<file path="src/rtl/ts4231_cfg_ctrl.sv">
// TS4231 configuration sequencer: writes a 15-bit word over the open-drain E/D pair.
// Define TS4231_CFG_READBACK_EN to add the read-back frame, compare and retry logic.
module ts4231_cfg_ctrl #(
  parameter int unsigned HALF      = 8,
  parameter int unsigned MAX_RETRY = 2
) (
  input  logic        clk,
  input  logic        reset,
  input  logic        start,
  input  logic [14:0] cfg_word,
  output logic        busy,
  output logic        done,
  output logic        ok,
  output logic [14:0] readback,
  output logic        e_drive_low,
  output logic        d_drive_low,
  input  logic        e_in,
  input  logic        d_in
);

  localparam int unsigned PW = 6;
  localparam int unsigned TW = 8;
  localparam int unsigned WW = 15;

  localparam logic [2:0] ST_IDLE  = 3'd0;
  localparam logic [2:0] ST_WR    = 3'd1;
  localparam logic [2:0] ST_DONE  = 3'd4;
`ifdef TS4231_CFG_READBACK_EN
  localparam logic [2:0] ST_RD    = 3'd2;
  localparam logic [2:0] ST_CHECK = 3'd3;
`endif

  localparam logic [PW-1:0] PH_S1   = 6'd0;
  localparam logic [PW-1:0] PH_S2   = 6'd1;
  localparam logic [PW-1:0] PH_P1   = 6'd32;
  localparam logic [PW-1:0] PH_P2   = 6'd33;
  localparam logic [PW-1:0] PH_LAST = 6'd34;

  if (HALF < 2 || HALF > 255 || MAX_RETRY > 7) begin : g_param_check
    $error("ts4231_cfg_ctrl: HALF must be 2..255 and MAX_RETRY 0..7");
  end

  logic [2:0]    state, state_nxt;
  logic [PW-1:0] phase, phase_nxt;
  logic [TW-1:0] timer, timer_nxt;
  logic [WW-1:0] word, word_nxt;
  logic          pass, pass_nxt;
  logic          busy_nxt, done_nxt, ok_nxt, e_nxt, d_nxt;
  logic [WW-1:0] readback_nxt;
  logic [1:0]    e_sync, d_sync;
  logic          e_s, d_s;
  logic          phase_end;
  logic [4:0]    rel;
  logic [3:0]    bidx;
`ifdef TS4231_CFG_READBACK_EN
  logic [2:0]    retry, retry_nxt;
  logic [WW-1:0] shift, shift_nxt;
`endif

  assign e_s       = e_sync[1];
  assign d_s       = d_sync[1];
  assign phase_end = (timer == TW'(HALF - 1));

  // State and registered outputs
  always_ff @(posedge clk) begin
    if (reset) begin
      state       <= ST_IDLE;
      phase       <= '0;
      timer       <= '0;
      word        <= '0;
      pass        <= 1'b0;
      busy        <= 1'b0;
      done        <= 1'b0;
      ok          <= 1'b0;
      readback    <= '0;
      e_drive_low <= 1'b0;
      d_drive_low <= 1'b0;
      e_sync      <= 2'b11;
      d_sync      <= 2'b11;
`ifdef TS4231_CFG_READBACK_EN
      retry       <= '0;
      shift       <= '0;
`endif
    end else begin
      state       <= state_nxt;
      phase       <= phase_nxt;
      timer       <= timer_nxt;
      word        <= word_nxt;
      pass        <= pass_nxt;
      busy        <= busy_nxt;
      done        <= done_nxt;
      ok          <= ok_nxt;
      readback    <= readback_nxt;
      e_drive_low <= e_nxt;
      d_drive_low <= d_nxt;
      e_sync      <= {e_sync[0], e_in};
      d_sync      <= {d_sync[0], d_in};
`ifdef TS4231_CFG_READBACK_EN
      retry       <= retry_nxt;
      shift       <= shift_nxt;
`endif
    end
  end

  // Next-state, sequencing and pad drive decode
  always_comb begin
    state_nxt    = state;
    phase_nxt    = phase;
    timer_nxt    = timer;
    word_nxt     = word;
    pass_nxt     = pass;
    ok_nxt       = ok;
    readback_nxt = readback;
    e_nxt        = 1'b0;
    d_nxt        = 1'b0;
    rel          = '0;
    bidx         = '0;
`ifdef TS4231_CFG_READBACK_EN
    retry_nxt    = retry;
    shift_nxt    = shift;
`endif

    case (state)
      ST_IDLE: begin
        timer_nxt = '0;
        phase_nxt = '0;
        // done still high means the previous sequence just ended; ignore start
        if (start && !done) begin
          ok_nxt = 1'b0;
`ifdef TS4231_CFG_READBACK_EN
          retry_nxt = '0;
`endif
          if (!e_s || !d_s) begin
            pass_nxt  = 1'b0;
            state_nxt = ST_DONE;
          end else begin
            word_nxt  = cfg_word;
            state_nxt = ST_WR;
          end
        end
      end

      ST_WR: begin
        if (phase_end) begin
          timer_nxt = '0;
          if (phase == PH_LAST) begin
            phase_nxt = '0;
`ifdef TS4231_CFG_READBACK_EN
            shift_nxt = '0;
            state_nxt = ST_RD;
`else
            pass_nxt  = 1'b1;
            state_nxt = ST_DONE;
`endif
          end else begin
            phase_nxt = phase + 6'd1;
          end
        end else begin
          timer_nxt = timer + 8'd1;
        end
      end

`ifdef TS4231_CFG_READBACK_EN
      ST_RD: begin
        if (phase_end) begin
          timer_nxt = '0;
          // last cycle of a BHI phase: odd phases 3..31
          if (phase[0] && phase >= 6'd3 && phase <= 6'd31) begin
            shift_nxt = {shift[WW-2:0], d_s};
          end
          if (phase == PH_LAST) begin
            phase_nxt    = '0;
            readback_nxt = shift;
            state_nxt    = ST_CHECK;
          end else begin
            phase_nxt = phase + 6'd1;
          end
        end else begin
          timer_nxt = timer + 8'd1;
        end
      end

      ST_CHECK: begin
        timer_nxt = '0;
        phase_nxt = '0;
        if (readback == word) begin
          pass_nxt  = 1'b1;
          state_nxt = ST_DONE;
        end else if (retry < 3'(MAX_RETRY)) begin
          retry_nxt = retry + 3'd1;
          state_nxt = ST_WR;
        end else begin
          pass_nxt  = 1'b0;
          state_nxt = ST_DONE;
        end
      end
`endif

      ST_DONE: begin
        ok_nxt    = pass;
        state_nxt = ST_IDLE;
      end

      default: state_nxt = ST_IDLE;
    endcase

    busy_nxt = (state_nxt != ST_IDLE);
    done_nxt = (state == ST_DONE);

    // Drive levels follow the phase being entered so pads switch on phase boundaries
`ifdef TS4231_CFG_READBACK_EN
    if (state_nxt == ST_WR || state_nxt == ST_RD) begin
`else
    if (state_nxt == ST_WR) begin
`endif
      rel  = 5'(phase_nxt - 6'd2);
      bidx = 4'd14 - rel[4:1];
      case (phase_nxt)
        PH_S1:   d_nxt = 1'b1;
        PH_S2: begin
          e_nxt = 1'b1;
          d_nxt = 1'b1;
        end
        PH_P1: begin
          e_nxt = 1'b1;
          d_nxt = 1'b1;
        end
        PH_P2:   d_nxt = 1'b1;
        PH_LAST: d_nxt = 1'b0;
        default: begin
          e_nxt = ~rel[0];
          d_nxt = (state_nxt == ST_WR) & ~word_nxt[bidx];
        end
      endcase
    end
  end

endmodule

</file>
<file path="config.mk">
export PLATFORM = sky130hd
export DESIGN_NAME = ts4231_cfg_ctrl
export DESIGN_NICKNAME = d
export VERILOG_FILES = /design/src/rtl/ts4231_cfg_ctrl.sv
export SDC_FILE = /design/constraint.sdc
export NUM_CORES = 1
export LEC_CHECK = 0
export ABC_AREA = 1
export CAP_MARGIN = 20
export CORE_AREA = 4 4 73 75
export CTS_BUF_LIST = sky130_fd_sc_hd__clkbuf_16
export CTS_CLUSTER_DIAMETER = 100
export DETAILED_ROUTE_END_ITERATION = 10
export DIE_AREA = 0 0 77 79
export PLACE_DENSITY = 0.8
export REMOVE_ABC_BUFFERS = 1
export SLEW_MARGIN = 25
export SYNTH_ARGS = -nofsm -noshare
export SYNTH_HDL_FRONTEND = slang
export SYNTH_SLANG_ARGS = --single-unit
</file>
<file path="constraint.sdc">
create_clock -name clk -period 2.7 [get_ports clk]
set_input_delay 0.54 -clock clk [delete_from_list [all_inputs] [get_ports clk]]
set_output_delay 0.54 -clock clk [all_outputs]
set_load 0.01 [all_outputs]
</file>
# --- Yosys cells after proc, flatten, opt, wreduce, memory -nomap -nowiden ---
# Cells that the tools add are included.
word_totals:
  reg_bits: 42
  inputBits: 20
  output_inout_bits: 20
op_classes:
  addsub: 4
  magnitude_cmp: 1
  n_eq_ne: 13
  n_mux: 24
  bitwise_logic: 4
  reduce_logical: 16
ops:
  columns: ["operator", "count"]
  rows:
  - ["$mux 15", 3]
  - ["$eq 6x6->1 const B", 4]
  - ["$pmux 8 s2", 1]
  - ["$mux 3", 4]
  - ["$mux 6", 2]
  - ["$pmux 6 s2", 1]
  - ["$add 8x1->8 const B", 1]
  - ["$eq 8x3->1 const B", 1]
  - ["$mux 8", 1]
  - ["$ne 2x2->1 const B", 4]
  - ["$pmux 1 s2", 4]
  - ["$add 6x1->6 const B", 1]
  - ["$eq 3x1->1 const B", 2]
  - ["$eq 6x1->1 const B", 1]
  - ["$logic_not 6->1", 1]
  - ["$mux 1", 6]
  - ["$pmux 3 s2", 1]
  - ["$lt 4x5->1 const B", 1]
  - ["$reduce_and 5->1", 1]
  - ["$sub 5x2->5 const B", 1]
  - ["$bmux 1 s4", 1]
  - ["$reduce_bool 2->1", 2]
  - ["$reduce_or 2->1", 2]
  - ["$reduce_or 4->1", 1]
  - ["other kinds (11)", 15]

# --- Longest topological paths before layout ---
# Gate-level depths: netlist of the first run.
logic_depth:
  depth_word: 11
  ltp_mapped: 16
  ltp_nobuf: 16

# --- Worst setup path before layout of the first run ---
# Ideal clock, no wire load.
synth_path:
  path_kind: "reg-to-reg"
  start: "register timer[0]"
  end: "register e_drive_low"
  setup_ns: 0.119
  arrival_time_ns: 1.680
  required_time_ns: 2.581
  setup_slack_ns: 0.901
  path_stages_with_launch: 12
  n_path_buf: 1
  period_less_slack_ns: 1.799
  path_cell_list: "dfxtp_1 -> ha_1 -> nand3_4 -> o21ai_4 -> nand2_2 -> nand2_4 -> nand2_4 -> buf_6 -> nor3_1 -> nand3_1 -> nand2_1 -> a21oi_1"
synth_between:
  elab_chain_len: 6
  elab_cells_between_ends: 18
  classes_between: "add/sub (1); eq/ne (6); mux (5); bitwise (2); reduce/logical (4)"
synth_lines:
  columns: ["element", "line_no", "text"]
  rows:
  - ["start, declared", "45", "logic [TW-1:0] timer, timer_nxt;"]
  - ["start signal, assigned", "87", "timer <= timer_nxt;"]
  - ["$eq 8x3->1 *", "62", "assign phase_end = (timer == TW'(HALF - 1));"]
  - ["$mux 6 or $mux 3 (tied branches)", "144", "if (phase_end) begin"]
  - ["$pmux 6 s2 or $pmux 3 s2 (tied branches)", "123", "case (state)"]
  - ["$sub 5x2->5, or another cell as far along", "216", "rel = 5'(phase_nxt - 6'd2);"]
  - ["$not 1->1, or another cell as far along", "231", "e_nxt = ~rel[0];"]
  - ["$pmux 1 s2 or $reduce_or 2->1 (tied branches)", null, null]
  - ["end signal, assigned", "94", "e_drive_low <= e_nxt;"]
  - ["end, declared", "15", "output logic e_drive_low,"]
# Mark *: on every way between the ends. The rest lies on a longest branch, timed or not.
# A chain may end at the register's enable or synchronous reset.

# --- Worst setup path after layout of the first run ---
layout_path:
  start: "register phase[1]"
  end: "register e_drive_low"
layout_between:
  elab_chain_len: 7
  elab_cells_between_ends: 21
  classes_between: "add/sub (2); eq/ne (6); mux (7); bitwise (2); reduce/logical (4)"
layout_lines:
  columns: ["element", "line_no", "text"]
  rows:
  - ["start, declared", "44", "logic [PW-1:0] phase, phase_nxt;"]
  - ["start signal, assigned", "86", "phase <= phase_nxt;"]
  - ["$add 6x1->6 or $eq 6x6->1 (tied branches)", "156, 146", null]
  - ["$mux 6 or $mux 3 (tied branches)", "146", "if (phase == PH_LAST) begin"]
  - ["$mux 6 or $mux 3 (tied branches)", "144", null]
  - ["$pmux 6 s2 or $pmux 3 s2 (tied branches)", "123", null]
  - ["$eq 6x6->1, or another cell as far along", "218", "case (phase_nxt)"]
  - ["$reduce_or 3->1 (no line), or another cell as far along", null, null]
  - ["$pmux 1 s2 or $reduce_or 2->1 (tied branches)", null, null]
# Parallel ways exist; a longest one is shown, timed or not.

==> metrics.txt, run 1 <==
outcome complete, no violations; Syn-to-layout area delta 16.8%; buffers inserted during post-CTS setup optimization 0; Setup crit end kind register; number of cells on the worst hold path 1; unrepaired setup endpoints after global routing false; destination of the critical timing path e_drive_low$_SDFF_PP0_; average wire per cell in the routed design 11.4 µm; highest fanout seen on the critical path 6; clock skew 0.00437 ns; Setup Viol. Count Final 0; sequential fraction of the synthesis area 37.3%; clock tree sinks 42; share of the clock period used by the worst path 81.9%; startpoint-to-endpoint class of the critical path register to register; Die Span X 77 µm; Final TNS setup 0 ns; H-tree levels 2; type of the worst min-delay path register to register; peak supply drop 0.427 mV; wirelength, routed 4590 µm; switch share 24.6%; count of pins over their slew limit 0; first element of the critical path phase[1]$_SDFF_PP0_; worst path required time 2.86 ns; number of non-filler instances in the completed layout 404; Worst R2R Setup Slack 0.49 ns; Die Span Y 79 µm; source of the worst hold timing path e_sync[0]$_SDFF_PP1_; number of top-level pins 40; overall routing resource usage 15.8%; post-layout power 1.40 mW; worst reg2reg path endpoint e_drive_low$_SDFF_PP0_; Routed Antenna Nets 0; CTS Buf Count 5; Layout Utilization 56.5%; pin count of the biggest net entering global routing 28; total placed cells including tap cells 396; area of the mapped netlist 2250 µm²; Place WS 0.411 ns; insertion delay to the later sink of the worst-skew pair 0.28 ns; CTS max path bufs 2; Power Dens Cells 531 nW/µm²; DRC violations left 0; slew margin rel. 66.8%; GRT Residual Overflow 0; Combinational Power Share 11.3%; FMAX 452 MHz; crit path launch type register; Max-cap violations 0; standard-cell rows 25; area of the die 6080 µm²; final setup slack of the worst path 0.489 ns; total via count after detailed routing 1,995; Starting DRT DRC Count 142; power share of the sequential group 46.7%; number of buffers inserted by hold repair at cts 0; number of warnings printed during yosys synthesis 0; number of antenna violations at the first check in global routing 0; share of cells above drive strength 1 8.86%; Clock transition at path regs 0.06 ns; initial standard-cell utilization of the core 48.3%; net switching power figure 343 µW; Clk network pwr share 42.0%; final number of hold-violating endpoints 0; Detailed Place HPWL 3230 µm; min cycle time layout 2.21 ns; number of inserted diodes 0; clock tree from TritonCTS built; flop and latch count out of synthesis 42; post-synth cell types 35; count of cells resized by post-cts repair 0; vias in the first global route 1,869; routed via count divided by cell count 4.94; transition time of the tightest slew-check pin 0.493 ns; buffers added on ports 24; CTS root buffer sky130_fd_sc_hd__clkbuf_16; synthesized netlist cell count 323; global-route wire length before repair 7960 µm; worst-case reg-to-reg path depth 12; Reg-to-Reg Start phase[1]$_SDFF_PP0_; floorplan core area 4660 µm²; number of search-and-repair iterations in the first detailed-routing pass 4; Lkg Pwr 1.19 nW; post-layout net count 372; critical path arrival 2.37 ns; average footprint of a synthesized cell 6.98 µm²; placer's final routability congestion estimate 0.841; Internal 1.05 mW
placed cells by master, fill, tap and decap left out, drive strengths merged:
master / netlist / layout
a211oi: 1 / 1
a21oi: 9 / 9
a221oi: 3 / 3
buf: 19 / 3
clkbuf: 4 / 5
clkdlybuf4s50: 0 / 24
clkinv: 0 / 1
clkinvlp: 0 / 1
conb: 1 / 16
dfxtp: 42 / 42
ha: 3 / 3
inv: 48 / 49
nand2: 77 / 77
nand3: 39 / 39
nand3b: 1 / 1
nand4: 5 / 5
nor2: 36 / 36
nor3: 2 / 2
nor3b: 1 / 1
o211ai: 1 / 1
o21a: 2 / 2
o21ai: 21 / 21
or2: 5 / 5
xor2: 3 / 3
metrics by stage:
| step | area (µm²) | hold WS [ns] |
|---|---|---|
| 3_3_place_gp | 2490 | 0.392 |
| 4_1_cts | 2630 | 0.412 |
| 6_report | 2630 | 0.409 |
| 3_5_place_dp | 2490 | 0.397 |
| 5_1_grt | 2630 | 0.439 |
| 2_1_floorplan | 2160 | 0.389 |
registers in the layout, indices dropped and copies added (netlist names):
register     cells
d_sync           2
phase            6
word            15
done             1
busy             1
ok               1
d_drive_low      1
e_drive_low      1
pass             1
state            3
timer            8
e_sync           2
cell type report:
cell class / instances / area (µm²)
clock buffers: 5 / 125
clock inverters: 3 / 20.0
fillers: 418 / 2030
inverters: 48 / 180
multi-input cells: 225 / 1140
flip-flops and latches: 42 / 841
well taps: 54 / 67.6
repair buffers: 27 / 263
critical path: stages (launching register included):
cell                      delay, ns
sky130_fd_sc_hd__dfxtp_1       0.46
sky130_fd_sc_hd__ha_1          0.19
sky130_fd_sc_hd__nand2_1       0.05
sky130_fd_sc_hd__inv_1         0.05
sky130_fd_sc_hd__nand3_1       0.21
sky130_fd_sc_hd__nand3_1       0.14
sky130_fd_sc_hd__nand3_1       0.07
sky130_fd_sc_hd__nand2_1       0.23
sky130_fd_sc_hd__inv_2         0.12
sky130_fd_sc_hd__nor2_1        0.19
sky130_fd_sc_hd__nand2_1       0.09
sky130_fd_sc_hd__o21ai_0       0.20
sky130_fd_sc_hd__a21oi_1       0.08
layer usage:
| metal | global-route usage, % | up-vias | routed length (µm) |
|---|---|---|---|
| met1 | 18.7 | 900 | 2050 |
| met5 | 0 | - | 0 |
| met4 | 6.23 | 0 | 59 |
| li1 | - | 1044 | - |
| met3 | 2.38 | 6 | 163 |
| met2 | 28.7 | 45 | 2320 |
worst min path at each step:
stage / slack, ns / endpoint
after floorplan: 0.39 / d_sync[1]$_SDFF_PP1_
after global placement: 0.39 / e_sync[1]$_SDFF_PP1_
after detailed placement: 0.40 / e_sync[1]$_SDFF_PP1_
after CTS: 0.41 / e_sync[1]$_SDFF_PP1_
after global routing: 0.44 / e_sync[1]$_SDFF_PP1_
final: 0.41 / e_sync[1]$_SDFF_PP1_
synth_stat cells:
library cell	n	area (µm²)
sky130_fd_sc_hd__nand3_4	1	17.5
sky130_fd_sc_hd__clkbuf_1	4	15.0
sky130_fd_sc_hd__nor2_8	1	20.0
sky130_fd_sc_hd__o21ai_0	18	90.1
sky130_fd_sc_hd__conb_1	1	3.75
sky130_fd_sc_hd__buf_1	1	3.75
sky130_fd_sc_hd__inv_2	4	15.0
sky130_fd_sc_hd__o21a_1	2	15.0
sky130_fd_sc_hd__nand2_4	2	22.5
sky130_fd_sc_hd__buf_4	15	113
sky130_fd_sc_hd__nand4_4	1	21.3
sky130_fd_sc_hd__nor3_1	2	10.0
sky130_fd_sc_hd__inv_1	44	165
sky130_fd_sc_hd__nor3b_1	1	7.51
sky130_fd_sc_hd__nand4_1	3	18.8
sky130_fd_sc_hd__ha_1	3	37.5
sky130_fd_sc_hd__nand3b_1	1	7.51
sky130_fd_sc_hd__buf_6	1	11.3
sky130_fd_sc_hd__nand2_1	73	274
sky130_fd_sc_hd__o21ai_1	2	10.0
sky130_fd_sc_hd__buf_2	2	10.0
sky130_fd_sc_hd__nand3_1	38	190
sky130_fd_sc_hd__a221oi_1	3	26.3
sky130_fd_sc_hd__xor2_1	3	26.3
sky130_fd_sc_hd__nor2_4	2	22.5
sky130_fd_sc_hd__o211ai_1	1	7.51
sky130_fd_sc_hd__a21oi_1	9	45.0
sky130_fd_sc_hd__nor2_2	1	6.26
sky130_fd_sc_hd__nand4_2	1	12.5
sky130_fd_sc_hd__o21ai_4	1	16.3
sky130_fd_sc_hd__dfxtp_1	42	841
sky130_fd_sc_hd__or2_2	5	31.3
sky130_fd_sc_hd__nand2_2	2	12.5
sky130_fd_sc_hd__a211oi_1	1	7.51
sky130_fd_sc_hd__nor2_1	32	120
power groups by stage:
stage	combinational [mW]	clock [mW]	sequential (mW)
3_5_place_dp	0.156	0	0.666
4_1_cts	0.158	0.598	0.652
3_3_place_gp	0.154	0	0.665
2_1_floorplan	0.0932	0	0.666
6_report	0.158	0.587	0.652
5_1_grt	0.179	0.630	0.654
kinds of logic (layout without fill, tap and decap cells):
| family | after synthesis | after routing | share of synthesized area, % |
|---|---|---|---|
| fa+ha+maj | 3 | 3 | 1.67 |
| simple gates | 166 | 166 | 35.3 |
| other cells | 1 | 16 | 0.166 |
| flops | 42 | 42 | 37.3 |
| compound gates | 37 | 37 | 9.66 |
| xor+xnor | 3 | 3 | 1.17 |
| buf+inv | 71 | 83 | 14.8 |
No activity file was read; power rests on OpenSTA's default activity.
==> run 2, diff against run 1 <==
==> constraint.sdc (replaced) <==
create_clock -name clk -period 2.13 [get_ports clk]
set_input_delay 0.426 -clock clk [delete_from_list [all_inputs] [get_ports clk]]
set_output_delay 0.426 -clock clk [all_outputs]
set_load 0.01 [all_outputs]
==> metrics.txt, run 2 (synthesized netlist as in run 1, its figures left out) <==
startpoint-to-endpoint class of the critical path register to register; met3 usage 3.17%; routed via count divided by cell count 5.02; final setup slack of the worst path 0.138 ns; Die Span X 77 µm; max incr delay on CP 0.39 ns; worst path required time 2.32 ns; area taken by multi-input logic gates 1170 µm²; worst reg2reg path endpoint d_drive_low$_SDFF_PP0_; Clock transition at path regs 0.07 ns; share of the clock period used by the worst path 93.5%; switch share 25.5%; Final TNS setup 0 ns; destination of the critical timing path d_drive_low$_SDFF_PP0_; Detailed Place HPWL 3350 µm; min cycle time layout 1.99 ns; number of buffers inserted by hold repair at cts 0; clock skew 0.00693 ns; Setup Viol. Count Final 0; critical path arrival 2.18 ns; DRC violations left 0; GRT Residual Overflow 0; CP top delay family simple AND/OR/NAND/NOR gates; commonest non-fill, non-tap cell in the layout sky130_fd_sc_hd__nand2_1; crit path launch type register; buffering stage count on the worst path with inverters included 2; power share of the sequential group 45.3%; first element of the critical path timer[0]$_SDFFE_PP0N_; total via count after detailed routing 2,067; wirelength, routed 4770 µm; worst-case reg-to-reg path depth 12; commonest non-fill, non-tap cells in the layout sky130_fd_sc_hd__nand2_1 (72), sky130_fd_sc_hd__inv_1 (44), sky130_fd_sc_hd__dfxtp_1 (42), sky130_fd_sc_hd__nand3_1 (37), sky130_fd_sc_hd__nor2_1 (31); overall routing resource usage 16.1%; flip-flop and latch area 841 µm²; Setup crit end kind register; average wire per cell in the routed design 11.6 µm; vias in the first global route 1,898; Routed Antenna Nets 0; FMAX 502 MHz; pin count of the biggest net entering global routing 28; placer's final routability congestion estimate 0.871; H-tree levels 2; highest fanout seen on the critical path 5; clock tree sinks 42; peak supply drop 0.403 mV; Internal 1.36 mW; outcome complete, no violations; Worst Hold Margin 0.410 ns; standard-cell rows 25; largest register by flop count word; floorplan core area 4660 µm²; met1 track demand over resource in global routing 17.6%; type of the worst min-delay path register to register; Combinational Power Share 11.7%; number of inserted diodes 0; final number of hold-violating endpoints 0; number of flip-flops under the largest register name 15; Die Span Y 79 µm; Place WS -0.00115 ns; Worst R2R Setup Slack 0.14 ns; layer carrying the most global-route usage met2; share of cells above drive strength 1 12.8%; insertion delay to the later sink of the worst-skew pair 0.29 ns; CTS root buffer sky130_fd_sc_hd__clkbuf_16; Critical Path, Cell by Cell ha_2, nand3_4, o21ai_4, nand2_2, o21ai_1, nand2_1, inv_1, nand3_1, nand3_1, nand2_1, inv_1, nor2_2; global-route wire length before repair 7950 µm; number of fillers in the final layout 422; buffers added on ports 24; Layout Utilization 59.0%; Clk network pwr share 43.0%; instance area after placement 2540 µm²; CP Depth 12; Starting DRT DRC Count 105; initial standard-cell utilization of the core 48.3%; number of antenna violations at the first check in global routing 0; Reg-to-Reg Start timer[0]$_SDFFE_PP0N_; GR Layer Usage met2 29.1%; Lkg Pwr 1.26 nW; number of top-level pins 40; number of search-and-repair iterations in the first detailed-routing pass 6; top flop regs word (15), timer (8), phase (6); post-layout net count 380; CTS Buf Count 5; Finished Cell Area 2750 µm²; Power Dens Cells 664 nW/µm²; area of the die 6080 µm²; Syn-to-layout area delta 21.9%; clock tree from TritonCTS built; critical path's slowest cell sky130_fd_sc_hd__dfxtp_1; net switching power figure 465 µW; Max-cap violations 0; count of pins over their slew limit 0; CTS max path bufs 2
run 2: worst min path at each step:
stage	from	endpoint	slack, ns	cells past startpoint
6_report	e_sync[0]$_SDFF_PP1_	e_sync[1]$_SDFF_PP1_	0.41	1
5_1_grt	e_sync[0]$_SDFF_PP1_	e_sync[1]$_SDFF_PP1_	0.43	1
4_1_cts	e_sync[0]$_SDFF_PP1_	e_sync[1]$_SDFF_PP1_	0.41	1
3_5_place_dp	e_sync[0]$_SDFF_PP1_	e_sync[1]$_SDFF_PP1_	0.40	1
3_3_place_gp	e_sync[0]$_SDFF_PP1_	e_sync[1]$_SDFF_PP1_	0.39	1
2_1_floorplan	d_sync[0]$_SDFF_PP1_	d_sync[1]$_SDFF_PP1_	0.39	1
run 2: repair_timing:
item                       CTS  global route
setup buffers                0             3
setup endpoints to repair    2             2
resized for setup            1             8
pin swaps                    0             2
run 2: power groups by stage:
| stage | combinational [mW] | clock [mW] | sequential [mW] |
|---|---|---|---|
| after floorplan | 0.118 | 0 | 0.844 |
| after global placement | 0.207 | 0 | 0.843 |
| after detailed placement | 0.210 | 0 | 0.844 |
| after CTS | 0.214 | 0.807 | 0.826 |
| after global routing | 0.238 | 0.839 | 0.829 |
| final | 0.213 | 0.785 | 0.826 |
run 2: metrics by stage:
stage | std cells | power (mW)
floorplan | 315 | 0.962
global placement | 401 | 1.05
detailed placement | 401 | 1.05
CTS | 409 | 1.85
global route | 412 | 1.91
finish | 412 | 1.82
run 2: cell type report:
| class | count | area share (%) |
|---|---|---|
| clock buffers | 5 | 4.55 |
| clock inverters | 3 | 1.05 |
| flip-flops and latches | 42 | 30.6 |
| multi-input cells | 225 | 42.6 |
| well taps | 54 | 2.46 |
| repair buffers | 35 | 12.2 |
| inverters | 48 | 6.56 |
run 2: metal layers:
layer | wire [µm] | part of all wire [%]
met1 | 2000 | 42
met2 | 2350 | 49
met3 | 301 | 6.3
met4 | 119 | 2.5
met5 | 0 | 0
